[config.mk]
export PLATFORM = sky130hd
export DESIGN_NAME = velocity_update_sequencer
export DESIGN_NICKNAME = d
export VERILOG_FILES = /design/src/rtl/velocity_update_sequencer.sv
export SDC_FILE = /design/constraint.sdc
export NUM_CORES = 1
export LEC_CHECK = 0
export CORE_MARGIN = 2
export CORE_UTILIZATION = 38
export CTS_CLUSTER_SIZE = 25
export DETAILED_ROUTE_END_ITERATION = 6
export HOLD_SLACK_MARGIN = 0.15
export PLACE_DENSITY = 0.77
export SETUP_SLACK_MARGIN = 0.2
export SYNTH_ARGS = -nofsm -noshare
export SYNTH_HDL_FRONTEND = slang
export SYNTH_SLANG_ARGS = --single-unit
[constraint.sdc]
create_clock -name clk -period 7.7 [get_ports clk]
set_input_delay 1.155 -clock clk [delete_from_list [all_inputs] [get_ports clk]]
set_output_delay 1.155 -clock clk [all_outputs]
set_load 0.01 [all_outputs]
[src/rtl/velocity_update_sequencer.sv]
// velocity_update_sequencer
// Read-modify-write sequencer for one cell's velocity RAM. It reads the
// particle count from address 0. For each particle it reads the stored
// velocity and streams it out to the motion-update unit. It then accepts the
// updated velocity back and writes it to the same RAM address.
// Velocity words pass through bit-exact.

module velocity_update_sequencer #(
   parameter int DATA_WIDTH   = 96,
   parameter int PARTICLE_NUM = 220,
   parameter int ADDR_WIDTH   = 8,
   parameter int RAM_LATENCY  = 1
) (
   input  logic                  clk,
   input  logic                  rst,
   input  logic                  start,
   output logic                  busy,
   output logic                  done,
   output logic                  count_err,
   output logic [ADDR_WIDTH-1:0] ram_address,
   output logic [DATA_WIDTH-1:0] ram_data,
   output logic                  ram_rden,
   output logic                  ram_wren,
   input  logic [DATA_WIDTH-1:0] ram_q,
   output logic [DATA_WIDTH-1:0] vel_out,
   output logic [ADDR_WIDTH-1:0] vel_out_idx,
   output logic                  vel_out_valid,
   input  logic                  vel_out_ready,
   input  logic [DATA_WIDTH-1:0] vel_in,
   input  logic                  vel_in_valid,
   output logic                  vel_in_ready
);

   localparam int LAT_W = (RAM_LATENCY > 1) ? $clog2(RAM_LATENCY) : 1;
   localparam logic [LAT_W-1:0]      LAT_LAST  = LAT_W'(RAM_LATENCY - 1);
   localparam logic [ADDR_WIDTH-1:0] MAX_COUNT = ADDR_WIDTH'(PARTICLE_NUM - 1);

   localparam logic [3:0] S_IDLE     = 4'd0;
   localparam logic [3:0] S_RD_CNT   = 4'd1;
   localparam logic [3:0] S_WAIT_CNT = 4'd2;
   localparam logic [3:0] S_RD_VEL   = 4'd3;
   localparam logic [3:0] S_WAIT_VEL = 4'd4;
   localparam logic [3:0] S_PRESENT  = 4'd5;
   localparam logic [3:0] S_COLLECT  = 4'd6;
   localparam logic [3:0] S_WRITE    = 4'd7;
   localparam logic [3:0] S_DONE     = 4'd8;

   logic [3:0]            state;
   logic [ADDR_WIDTH-1:0] idx;
   logic [ADDR_WIDTH-1:0] count;
   logic [LAT_W-1:0]      lat_cnt;
   logic [ADDR_WIDTH-1:0] stored_count;
   logic                  lat_done;

   assign stored_count = ram_q[ADDR_WIDTH-1:0];
   assign lat_done     = (lat_cnt == LAT_LAST);

   // Strobes and handshakes decoded purely from the registered state
   always_comb begin
      busy          = (state != S_IDLE);
      done          = (state == S_DONE);
      ram_rden      = (state == S_RD_CNT) || (state == S_RD_VEL);
      ram_wren      = (state == S_WRITE);
      vel_out_valid = (state == S_PRESENT);
      vel_in_ready  = (state == S_COLLECT);
   end

   // Pass sequencing, RAM address/data registers and captured words
   always_ff @(posedge clk or posedge rst) begin
      if (rst) begin
         state       <= S_IDLE;
         idx         <= '0;
         count       <= '0;
         lat_cnt     <= '0;
         count_err   <= 1'b0;
         ram_address <= '0;
         ram_data    <= '0;
         vel_out     <= '0;
         vel_out_idx <= '0;
      end else begin
         case (state)
            S_IDLE: begin
               if (start) begin
                  state       <= S_RD_CNT;
                  count_err   <= 1'b0;
                  ram_address <= '0;
               end
            end
            S_RD_CNT: begin
               state   <= S_WAIT_CNT;
               lat_cnt <= '0;
            end
            S_WAIT_CNT: begin
               if (lat_done) begin
                  // Oversized counts are clamped so idx can never pass the RAM depth
                  if (stored_count > MAX_COUNT) begin
                     count     <= MAX_COUNT;
                     count_err <= 1'b1;
                  end else begin
                     count <= stored_count;
                  end
                  idx <= ADDR_WIDTH'(1);
                  if (stored_count == '0) begin
                     state <= S_DONE;
                  end else begin
                     state       <= S_RD_VEL;
                     ram_address <= ADDR_WIDTH'(1);
                  end
               end else begin
                  lat_cnt <= lat_cnt + 1'b1;
               end
            end
            S_RD_VEL: begin
               state   <= S_WAIT_VEL;
               lat_cnt <= '0;
            end
            S_WAIT_VEL: begin
               if (lat_done) begin
                  vel_out     <= ram_q;
                  vel_out_idx <= idx;
                  state       <= S_PRESENT;
               end else begin
                  lat_cnt <= lat_cnt + 1'b1;
               end
            end
            S_PRESENT: begin
               if (vel_out_ready) begin
                  state <= S_COLLECT;
               end
            end
            S_COLLECT: begin
               if (vel_in_valid) begin
                  ram_data <= vel_in;
                  state    <= S_WRITE;
               end
            end
            S_WRITE: begin
               // ram_address already holds idx since RD_VEL
               if (idx == count) begin
                  state <= S_DONE;
               end else begin
                  idx         <= idx + 1'b1;
                  ram_address <= idx + 1'b1;
                  state       <= S_RD_VEL;
               end
            end
            S_DONE: begin
               state <= S_IDLE;
            end
            default: begin
               state <= S_IDLE;
            end
         endcase
      end
   end

endmodule

==> report_table.html, run 1 <==
<table>
<tr><th>Metric</th><th>Value</th></tr>
<tr><th colspan="2">Outcome</th></tr>
<tr><td>Result of the run</td><td>complete, no violations</td></tr>
<tr><th colspan="2">STA</th></tr>
<tr><td>Unrepaired setup endpoints after global routing</td><td>false</td></tr>
<tr><td>Clock skew after layout</td><td>5.798 ps</td></tr>
<tr><td>Maximum clock frequency</td><td>298.0 MHz</td></tr>
<tr><td>Worst hold margin</td><td>492.3 ps</td></tr>
<tr><td>Number of setup violations in the final report</td><td>0</td></tr>
<tr><td>Final count of pins violating max slew</td><td>0</td></tr>
<tr><td>Slew at the pin with the worst max-slew slack</td><td>887.0 ps</td></tr>
<tr><td>Minimum clock period</td><td>3356 ps</td></tr>
<tr><td>Slew HR</td><td>40.87%</td></tr>
<tr><td>Fin crit share</td><td>43.58%</td></tr>
<tr><td>Final-layout setup total negative slack</td><td>0 ps</td></tr>
<tr><td>Final hold vios</td><td>0</td></tr>
<tr><th colspan="2">Worst setup path</th></tr>
<tr><td>Setup CP Type</td><td>reg -&gt; out</td></tr>
<tr><td>Data arrival at the endpoint of the critical path</td><td>2200 ps</td></tr>
<tr><td>Largest fanout on the critical path</td><td>11</td></tr>
<tr><td>Launching element type of the critical path</td><td>flip-flop</td></tr>
<tr><td>Data required, critical path</td><td>6550 ps</td></tr>
<tr><td>Critical Path Sink Type</td><td>primary output</td></tr>
<tr><td>FF-to-FF setup slack</td><td>4790 ps</td></tr>
<tr><th colspan="2">Power and ir drop</th></tr>
<tr><td>Combinational fraction of design power</td><td>44.2%</td></tr>
<tr><td>Switching component of the power</td><td>1.835 mW</td></tr>
<tr><td>Worst vdd rail ir drop</td><td>260.1 µV</td></tr>
<tr><td>Leakage</td><td>6.255 nW</td></tr>
<tr><td>Switching Fraction</td><td>29.92%</td></tr>
<tr><td>Clock share of power</td><td>21.2%</td></tr>
<tr><td>Internal power</td><td>4.298 mW</td></tr>
<tr><td>Relative contribution of sequential cells to total power</td><td>34.6%</td></tr>
<tr><td>Ratio of total power to cell area</td><td>425.3 nW/µm²</td></tr>
<tr><th colspan="2">Floorplan</th></tr>
<tr><td>Die area</td><td>25280 µm²</td></tr>
<tr><td>Initial core utilization</td><td>38.78%</td></tr>
<tr><td>Number of placement rows</td><td>56</td></tr>
<tr><td>Die Width</td><td>159.0 µm</td></tr>
<tr><td># IOs</td><td>412</td></tr>
<tr><td>Placeable core region</td><td>23540 µm²</td></tr>
<tr><td>Chip Height</td><td>159.0 µm</td></tr>
<tr><th colspan="2">Clock tree</th></tr>
<tr><td>Count of clock tree sinks</td><td>229</td></tr>
<tr><td>Number of clock buffers inserted by TritonCTS</td><td>25</td></tr>
<tr><td>Count of hold-fix buffers inserted at cts</td><td>0</td></tr>
<tr><td>H-tree depth</td><td>1</td></tr>
<tr><td>Root buffer selected by CTS</td><td>sky130_fd_sc_hd__clkbuf_16</td></tr>
<tr><td>Clk buf depth</td><td>3</td></tr>
<tr><td>Clock transition at the register clock pins on the worst setup and hold paths after CTS</td><td>60 ps</td></tr>
<tr><td>Skew-Pair Late Insertion Delay</td><td>500 ps</td></tr>
<tr><td>Clock tree from TritonCTS</td><td>done</td></tr>
<tr><td>Number of buffers added for setup after CTS</td><td>0</td></tr>
<tr><td>Number of gates resized after cts</td><td>0</td></tr>
<tr><th colspan="2">Logic synthesis</th></tr>
<tr><td>Post-Syn Instances</td><td>585</td></tr>
<tr><td>Post-synthesis net count</td><td>783</td></tr>
<tr><td>Synthesized-area fraction occupied by and/or/nand/nor cells</td><td>4.550%</td></tr>
<tr><td>Summed instance area of the synthesized netlist</td><td>9129 µm²</td></tr>
<tr><td>Async set-or-reset flop fraction in the synthesized netlist</td><td>100.0%</td></tr>
<tr><td>Share of the yosys chip area belonging to registers</td><td>62.77%</td></tr>
<tr><td>Average instance area after synthesis</td><td>15.60 µm²</td></tr>
<tr><td>Seq cells post-synth</td><td>229</td></tr>
<tr><td>Post-synthesis adder-cell area fraction</td><td>0.1371%</td></tr>
<tr><td>Multiplexer share of the synthesized area</td><td>26.64%</td></tr>
<tr><td>Post-Synth XOR/XNOR Area</td><td>1.535%</td></tr>
<tr><td>Compound-Gate Fraction of Synth Area</td><td>2.152%</td></tr>
<tr><td>Main combinational cell family by area after synthesis</td><td>multiplexers</td></tr>
<tr><td>Predominant post-synthesis flop cell</td><td>sky130_fd_sc_hd__dfrtp_1</td></tr>
<tr><td>Count of synthesis-stage warnings from yosys</td><td>0</td></tr>
<tr><td>Distinct cells, synth</td><td>43</td></tr>
<tr><td>Number of synthesized flops with an enable pin</td><td>0</td></tr>
<tr><th colspan="2">Placed design</th></tr>
<tr><td>Number of port buffers</td><td>411</td></tr>
<tr><td>Final HPWL DP</td><td>18300 µm</td></tr>
<tr><td>GP Congestion</td><td>0.7856</td></tr>
<tr><th colspan="2">Detailed routing</th></tr>
<tr><td>Average wire per standard cell</td><td>18.77 µm</td></tr>
<tr><td>Antenna Nets Post-Route</td><td>0</td></tr>
<tr><td>Vias per std cell</td><td>4.786</td></tr>
<tr><td>DRC viols</td><td>0</td></tr>
<tr><td>Number of search-and-repair iterations in the first detailed-routing pass</td><td>4</td></tr>
<tr><td>Iteration-0 DRC Markers</td><td>285</td></tr>
<tr><td>Total length of routed wires</td><td>25070 µm</td></tr>
<tr><td>Total vias in the final route</td><td>6394</td></tr>
<tr><th colspan="2">Cells and area</th></tr>
<tr><td>Sequential cell area</td><td>5731 µm²</td></tr>
<tr><td>Multi-input gate area</td><td>3208 µm²</td></tr>
<tr><td>Area added between synthesis and finish</td><td>57.95%</td></tr>
<tr><td>Net count reported at finish</td><td>1198</td></tr>
<tr><td>Share of post-route cells with drive strength above 1</td><td>25.17%</td></tr>
<tr><td>Number of inserted diodes</td><td>0</td></tr>
<tr><td>Fillers</td><td>1858</td></tr>
<tr><th colspan="2">GRT</th></tr>
<tr><td>Wire length of the first global-routing pass</td><td>39460 µm</td></tr>
<tr><td>Via count of the first global-routing pass</td><td>6745</td></tr>
<tr><td>Total global routing overflow</td><td>0</td></tr>
<tr><td>All-Layer GR Usage</td><td>19.58%</td></tr>
<tr><td>Pin count of the biggest net entering global routing</td><td>129</td></tr>
<tr><td>Initial antenna violation count</td><td>0</td></tr>
<tr><th colspan="2">Hold path</th></tr>
<tr><td>Type of the most critical hold path</td><td>reg -&gt; reg</td></tr>
<tr><th colspan="2">Flow run</th></tr>
<tr><td>Number of maximum-capacitance constraint violations</td><td>0</td></tr>
</table>
per-layer routing:
metal	vias up	share of wire [%]	track usage (%)
met5	-	0	0
met4	0	2.2	5.289
met3	39	8.2	6.147
met2	272	51	34.46
met1	3200	38	23.27
li1	2883	-	-
kinds of logic (layout without fill, tap and decap cells):
kind of cell,Yosys count,count (layout)
flops,229,229
mux,203,203
simple gates,79,79
buf+inv,31,463
compound gates,26,26
xor+xnor,16,16
fa+ha+maj,1,1
stage by stage:
stage	util [%]	cell area [µm²]	instances	total power, mW	setup WS [ps]
2_1_floorplan	-	9129	585	3.403	268.8
3_3_place_gp	57.38	13510	1292	4.809	4167
3_5_place_dp	57.38	13510	1292	4.865	4120
4_1_cts	61.25	14420	1336	6.210	4313
5_1_grt	61.25	14420	1336	6.450	4222
6_report	61.25	14420	1336	6.133	4344
critical path, stage by stage, from the launching register on:
cell and delay, ps:
sky130_fd_sc_hd__dfrtp_1 550, sky130_fd_sc_hd__nand2_1 140, sky130_fd_sc_hd__or2_1 320, sky130_fd_sc_hd__inv_1 110
sky130_fd_sc_hd__clkdlybuf4s50_1 570
placed cells by master (no fill, tap or decap), types with 3 or more instances in the layout:
cell,count
sky130_fd_sc_hd__mux2_2,160
sky130_fd_sc_hd__clkbuf_16,25
sky130_fd_sc_hd__mux2i_1,3
sky130_fd_sc_hd__nand3b_1,3
sky130_fd_sc_hd__clkbuf_1,4
sky130_fd_sc_hd__xor2_1,13
sky130_fd_sc_hd__dfrtp_1,229
sky130_fd_sc_hd__a22o_1,3
sky130_fd_sc_hd__buf_4,5
sky130_fd_sc_hd__clkdlybuf4s50_1,411
sky130_fd_sc_hd__bufinv_16,5
sky130_fd_sc_hd__a21oi_1,6
sky130_fd_sc_hd__o2bb2ai_1,3
sky130_fd_sc_hd__nor2_1,12
sky130_fd_sc_hd__nand3_1,8
sky130_fd_sc_hd__a21o_1,5
sky130_fd_sc_hd__xnor2_1,3
sky130_fd_sc_hd__and2_1,4
sky130_fd_sc_hd__nand2_1,32
sky130_fd_sc_hd__clkbuf_8,8
sky130_fd_sc_hd__mux2_4,40
sky130_fd_sc_hd__o21ai_0,3
cell usage after synthesis (4+ instances only):
library cell	number	area, µm²
sky130_fd_sc_hd__a21o_1	5	37.54
sky130_fd_sc_hd__a21oi_1	6	30.03
sky130_fd_sc_hd__and2_1	4	25.02
sky130_fd_sc_hd__buf_2	14	70.07
sky130_fd_sc_hd__buf_4	8	60.06
sky130_fd_sc_hd__buf_6	5	56.30
sky130_fd_sc_hd__dfrtp_1	229	5731
sky130_fd_sc_hd__mux2_2	160	1802
sky130_fd_sc_hd__mux2_4	40	600.6
sky130_fd_sc_hd__nand2_1	32	120.1
sky130_fd_sc_hd__nand3_1	8	40.04
sky130_fd_sc_hd__nor2_1	12	45.04
sky130_fd_sc_hd__xor2_1	13	113.9
registers in the layout, indices dropped and copies added (netlist names):
register / cells
ram_data: 96
vel_out: 96
count: 8
idx: 8
ram_address: 8
vel_out_idx: 8
state: 4
count_err: 1
final cells by class:
class,instances,share of cell area [%]
clock inverter,7,1.111
clock buffer,37,5.207
inverter,3,0.1302
sequential,229,39.74
timing repair buffer,416,28.79
multi-input combinational,325,22.25
tap,319,2.768
power by group through the flow:
stage / Combinational, mW / Clock (mW) / Sequential [mW]
final: 2.71 / 1.30 / 2.12
after floorplan: 1.08 / 0 / 2.32
after global routing: 2.87 / 1.38 / 2.20
after global placement: 2.69 / 0 / 2.12
after CTS: 2.75 / 1.34 / 2.13
after detailed placement: 2.73 / 0 / 2.13
path summary, 6_finish.rpt:
kind	startpoint	end	cells after the start
min reg2reg	ram_address[4]	ram_address[4]	1
min in group asynchronous	rst	ram_data[5]	2
max	state[0]	ram_wren	4
max in group asynchronous	rst	ram_data[50]	3
max reg2reg	state[0]	ram_data[76]	5
min	ram_address[4]	ram_address[4]	1
Note: power is estimated with default switching activity, not from simulation.
==> run 2: changes to the inputs <==
==> constraint.sdc (replaced) <==
create_clock -name clk -period 3 [get_ports clk]
set_input_delay 0.45 -clock clk [delete_from_list [all_inputs] [get_ports clk]]
set_output_delay 0.45 -clock clk [all_outputs]
set_load 0.01 [all_outputs]
==> report_table.html, run 2 (synthesized netlist as in run 1, its figures left out) <==
<table>
<tr><th>Metric</th><th>Value</th></tr>
<tr><th colspan="2">Worst setup path</th></tr>
<tr><td>Data required, critical path</td><td>2550 ps</td></tr>
<tr><td>Data arrival at the endpoint of the critical path</td><td>2220 ps</td></tr>
<tr><td>Setup CP Type</td><td>reg -&gt; out</td></tr>
<tr><td>Kind of cell with the highest combined delay on the critical path</td><td>buffers and inverters</td></tr>
<tr><td>FF-to-FF setup slack</td><td>860 ps</td></tr>
<tr><td>Cell-by-cell trace of the critical path</td><td>nand2b_4, or2_1, inv_1, clkdlybuf4s50_1</td></tr>
<tr><td>Critical Path Sink Type</td><td>primary output</td></tr>
<tr><td>Largest fanout on the critical path</td><td>8</td></tr>
<tr><td>Critical path buffers and inverters</td><td>2</td></tr>
<tr><td>Largest stage delay on the critical path</td><td>580 ps</td></tr>
<tr><td>Launching element type of the critical path</td><td>flip-flop</td></tr>
<tr><td>Max stage delay cell, worst path</td><td>sky130_fd_sc_hd__clkdlybuf4s50_1</td></tr>
<tr><th colspan="2">STA</th></tr>
<tr><td>Minimum clock period</td><td>2666 ps</td></tr>
<tr><td>Fin crit share</td><td>88.87%</td></tr>
<tr><td>Clock skew after layout</td><td>15.56 ps</td></tr>
<tr><td>Unrepaired setup endpoints after global routing</td><td>false</td></tr>
<tr><td>Slew at the pin with the worst max-slew slack</td><td>680.2 ps</td></tr>
<tr><td>Final hold vios</td><td>0</td></tr>
<tr><td>Minimum setup slack in the final design</td><td>334.0 ps</td></tr>
<tr><td>Maximum clock frequency</td><td>375.1 MHz</td></tr>
<tr><td>Number of setup violations in the final report</td><td>0</td></tr>
<tr><td>Final-layout setup total negative slack</td><td>0 ps</td></tr>
<tr><td>Slew HR</td><td>54.65%</td></tr>
<tr><td>Final count of pins violating max slew</td><td>0</td></tr>
<tr><th colspan="2">GRT</th></tr>
<tr><td>All-Layer GR Usage</td><td>19.77%</td></tr>
<tr><td>Wire length of the first global-routing pass</td><td>39730 µm</td></tr>
<tr><td>Initial antenna violation count</td><td>1</td></tr>
<tr><td>Pin count of the biggest net entering global routing</td><td>123</td></tr>
<tr><td>Via count of the first global-routing pass</td><td>6883</td></tr>
<tr><td>Total global routing overflow</td><td>0</td></tr>
<tr><th colspan="2">Detailed routing</th></tr>
<tr><td>Total length of routed wires</td><td>25500 µm</td></tr>
<tr><td>Met1 wire length</td><td>9331 µm</td></tr>
<tr><td>Average wire per standard cell</td><td>19.02 µm</td></tr>
<tr><td>DRC viols</td><td>0</td></tr>
<tr><td>Number of search-and-repair iterations in the first detailed-routing pass</td><td>4</td></tr>
<tr><td>Max layer used</td><td>met4</td></tr>
<tr><td>Antenna Nets Post-Route</td><td>0</td></tr>
<tr><td>Metal3 WL</td><td>2262 µm</td></tr>
<tr><td>Vias per std cell</td><td>4.743</td></tr>
<tr><td>Total vias in the final route</td><td>6361</td></tr>
<tr><td>Iteration-0 DRC Markers</td><td>245</td></tr>
<tr><td>Met2 Wirelength</td><td>13270 µm</td></tr>
<tr><th colspan="2">Cells and area</th></tr>
<tr><td>Post-layout instance count excluding filler cells</td><td>1341</td></tr>
<tr><td>Net count reported at finish</td><td>1203</td></tr>
<tr><td>Fillers</td><td>1872</td></tr>
<tr><td>Post-route standard cell area excluding fillers</td><td>14490 µm²</td></tr>
<tr><td>Biggest regs</td><td>ram_data x96, vel_out x96</td></tr>
<tr><td>Area added between synthesis and finish</td><td>58.68%</td></tr>
<tr><td>Share of post-route cells with drive strength above 1</td><td>25.44%</td></tr>
<tr><td>Most used cells in the layout excluding fill and tap cells</td><td>sky130_fd_sc_hd__clkdlybuf4s50_1 (411), sky130_fd_sc_hd__dfrtp_1 (228), sky130_fd_sc_hd__mux2_2 (160)</td></tr>
<tr><td>Sequential cell area</td><td>5732 µm²</td></tr>
<tr><td>Multi-input gate area</td><td>3208 µm²</td></tr>
<tr><td>Most frequent standard cell in the layout excluding fill and tap cells</td><td>sky130_fd_sc_hd__clkdlybuf4s50_1</td></tr>
<tr><td>Number of inserted diodes</td><td>0</td></tr>
<tr><th colspan="2">Power and ir drop</th></tr>
<tr><td>Combinational fraction of design power</td><td>44.5%</td></tr>
<tr><td>Relative contribution of sequential cells to total power</td><td>34.6%</td></tr>
<tr><td>Worst vdd rail ir drop</td><td>718.2 µV</td></tr>
<tr><td>Clock share of power</td><td>21.0%</td></tr>
<tr><td>Leakage</td><td>6.273 nW</td></tr>
<tr><td>Internal power</td><td>11.00 mW</td></tr>
<tr><td>Switching component of the power</td><td>4.766 mW</td></tr>
<tr><td>Switching Fraction</td><td>30.23%</td></tr>
<tr><td>Ratio of total power to cell area</td><td>1088 nW/µm²</td></tr>
<tr><th colspan="2">Placed design</th></tr>
<tr><td>GP Congestion</td><td>0.8569</td></tr>
<tr><td>Post-placement worst setup slack</td><td>718.1 ps</td></tr>
<tr><td>Number of port buffers</td><td>411</td></tr>
<tr><td>Total instance count after detailed placement</td><td>1296</td></tr>
<tr><td>Final HPWL DP</td><td>18630 µm</td></tr>
<tr><td>Post-DP Area</td><td>13580 µm²</td></tr>
<tr><th colspan="2">Clock tree</th></tr>
<tr><td>Number of buffers added for setup after CTS</td><td>0</td></tr>
<tr><td>H-tree depth</td><td>1</td></tr>
<tr><td>Clk buf depth</td><td>3</td></tr>
<tr><td>Skew-Pair Late Insertion Delay</td><td>520 ps</td></tr>
<tr><td>Count of clock tree sinks</td><td>229</td></tr>
<tr><td>Clock tree from TritonCTS</td><td>done</td></tr>
<tr><td>Number of clock buffers inserted by TritonCTS</td><td>26</td></tr>
<tr><td>Root buffer selected by CTS</td><td>sky130_fd_sc_hd__clkbuf_16</td></tr>
<tr><td>Clock transition at the register clock pins on the worst setup and hold paths after CTS</td><td>60 ps</td></tr>
<tr><th colspan="2">Floorplan</th></tr>
<tr><td>Number of placement rows</td><td>56</td></tr>
<tr><td>Placeable core region</td><td>23540 µm²</td></tr>
<tr><td>Die area</td><td>25280 µm²</td></tr>
<tr><td>Chip Height</td><td>159.0 µm</td></tr>
<tr><td>Die Width</td><td>159.0 µm</td></tr>
<tr><td># IOs</td><td>412</td></tr>
<tr><td>Initial core utilization</td><td>38.78%</td></tr>
<tr><th colspan="2">Hold path</th></tr>
<tr><td>Type of the most critical hold path</td><td>in -&gt; async</td></tr>
<tr><th colspan="2">Flow run</th></tr>
<tr><td>Number of maximum-capacitance constraint violations</td><td>0</td></tr>
<tr><th colspan="2">Outcome</th></tr>
<tr><td>Result of the run</td><td>complete, no violations</td></tr>
</table>
==> run 2: cell types whose count changed in the layout (fill, tap and decap cells not counted), sizes merged <==
cell | before | now
clkinv | 2 | 3
inv | 3 | 2
buf | 5 | 9
bufinv | 5 | 4
clkinvlp | 0 | 2
==> run 2: final timing paths <==
check,endpoint,depth (start not counted),start
max,ram_wren,4,state[2]
min,ram_data[77],3,rst
max reg2reg,ram_data[61],5,state[0]
min reg2reg,ram_data[90],1,ram_data[90]
max in group asynchronous,state[0],3,rst
min in group clk,ram_data[90],1,ram_data[90]
==> run 2: final cells by class <==
class,count,area share [%]
flip-flops and latches,229,39.57
repair buffers,420,29.21
multi-input cells,325,22.15
clock buffers,37,5.200
well taps,319,2.755
clock inverters,8,1.011
inverters,3,0.1037
==> run 2: stage by stage <==
step	hold slack (ps)	total power [mW]	util, %
after floorplan	465.2	8.734	-
after global placement	470.0	12.39	57.70
after detailed placement	475.8	12.54	57.70
after CTS	492.6	15.96	61.52
after global routing	513.5	16.60	61.53
final	479.1	15.76	61.53
==> run 2: power groups by stage <==
stage | sequential, mW | clock (mW) | combinational [mW]
after floorplan | 5.96 | 0 | 2.77
after global placement | 5.42 | 0 | 6.96
after global routing | 5.64 | 3.53 | 7.43
final | 5.45 | 3.31 | 7.01
after detailed placement | 5.47 | 0 | 7.07
after CTS | 5.46 | 3.39 | 7.11
==> run 2: routing by layer <==
layer | vias to the layer above | global-route usage (%)
li1 | 2892 | -
met1 | 3150 | 22.29
met2 | 279 | 35.37
met3 | 40 | 7.111
met4 | 0 | 5.620
met5 | - | 0
==> run 2: worst register-to-register path, stage by stage (launching register included) <==
cell and delay [ps]:
sky130_fd_sc_hd__dfrtp_2 480, sky130_fd_sc_hd__and2b_1 250, sky130_fd_sc_hd__and2b_4 190, sky130_fd_sc_hd__nand2_4 330
sky130_fd_sc_hd__buf_4 390, sky130_fd_sc_hd__mux2_2 390
==> run 2: repair_timing <==
item / 4_1_cts / 5_1_grt
endpoints found under the setup margin: 0 / 1
resized for setup: 0 / 1
hold buffers: 0 / 0
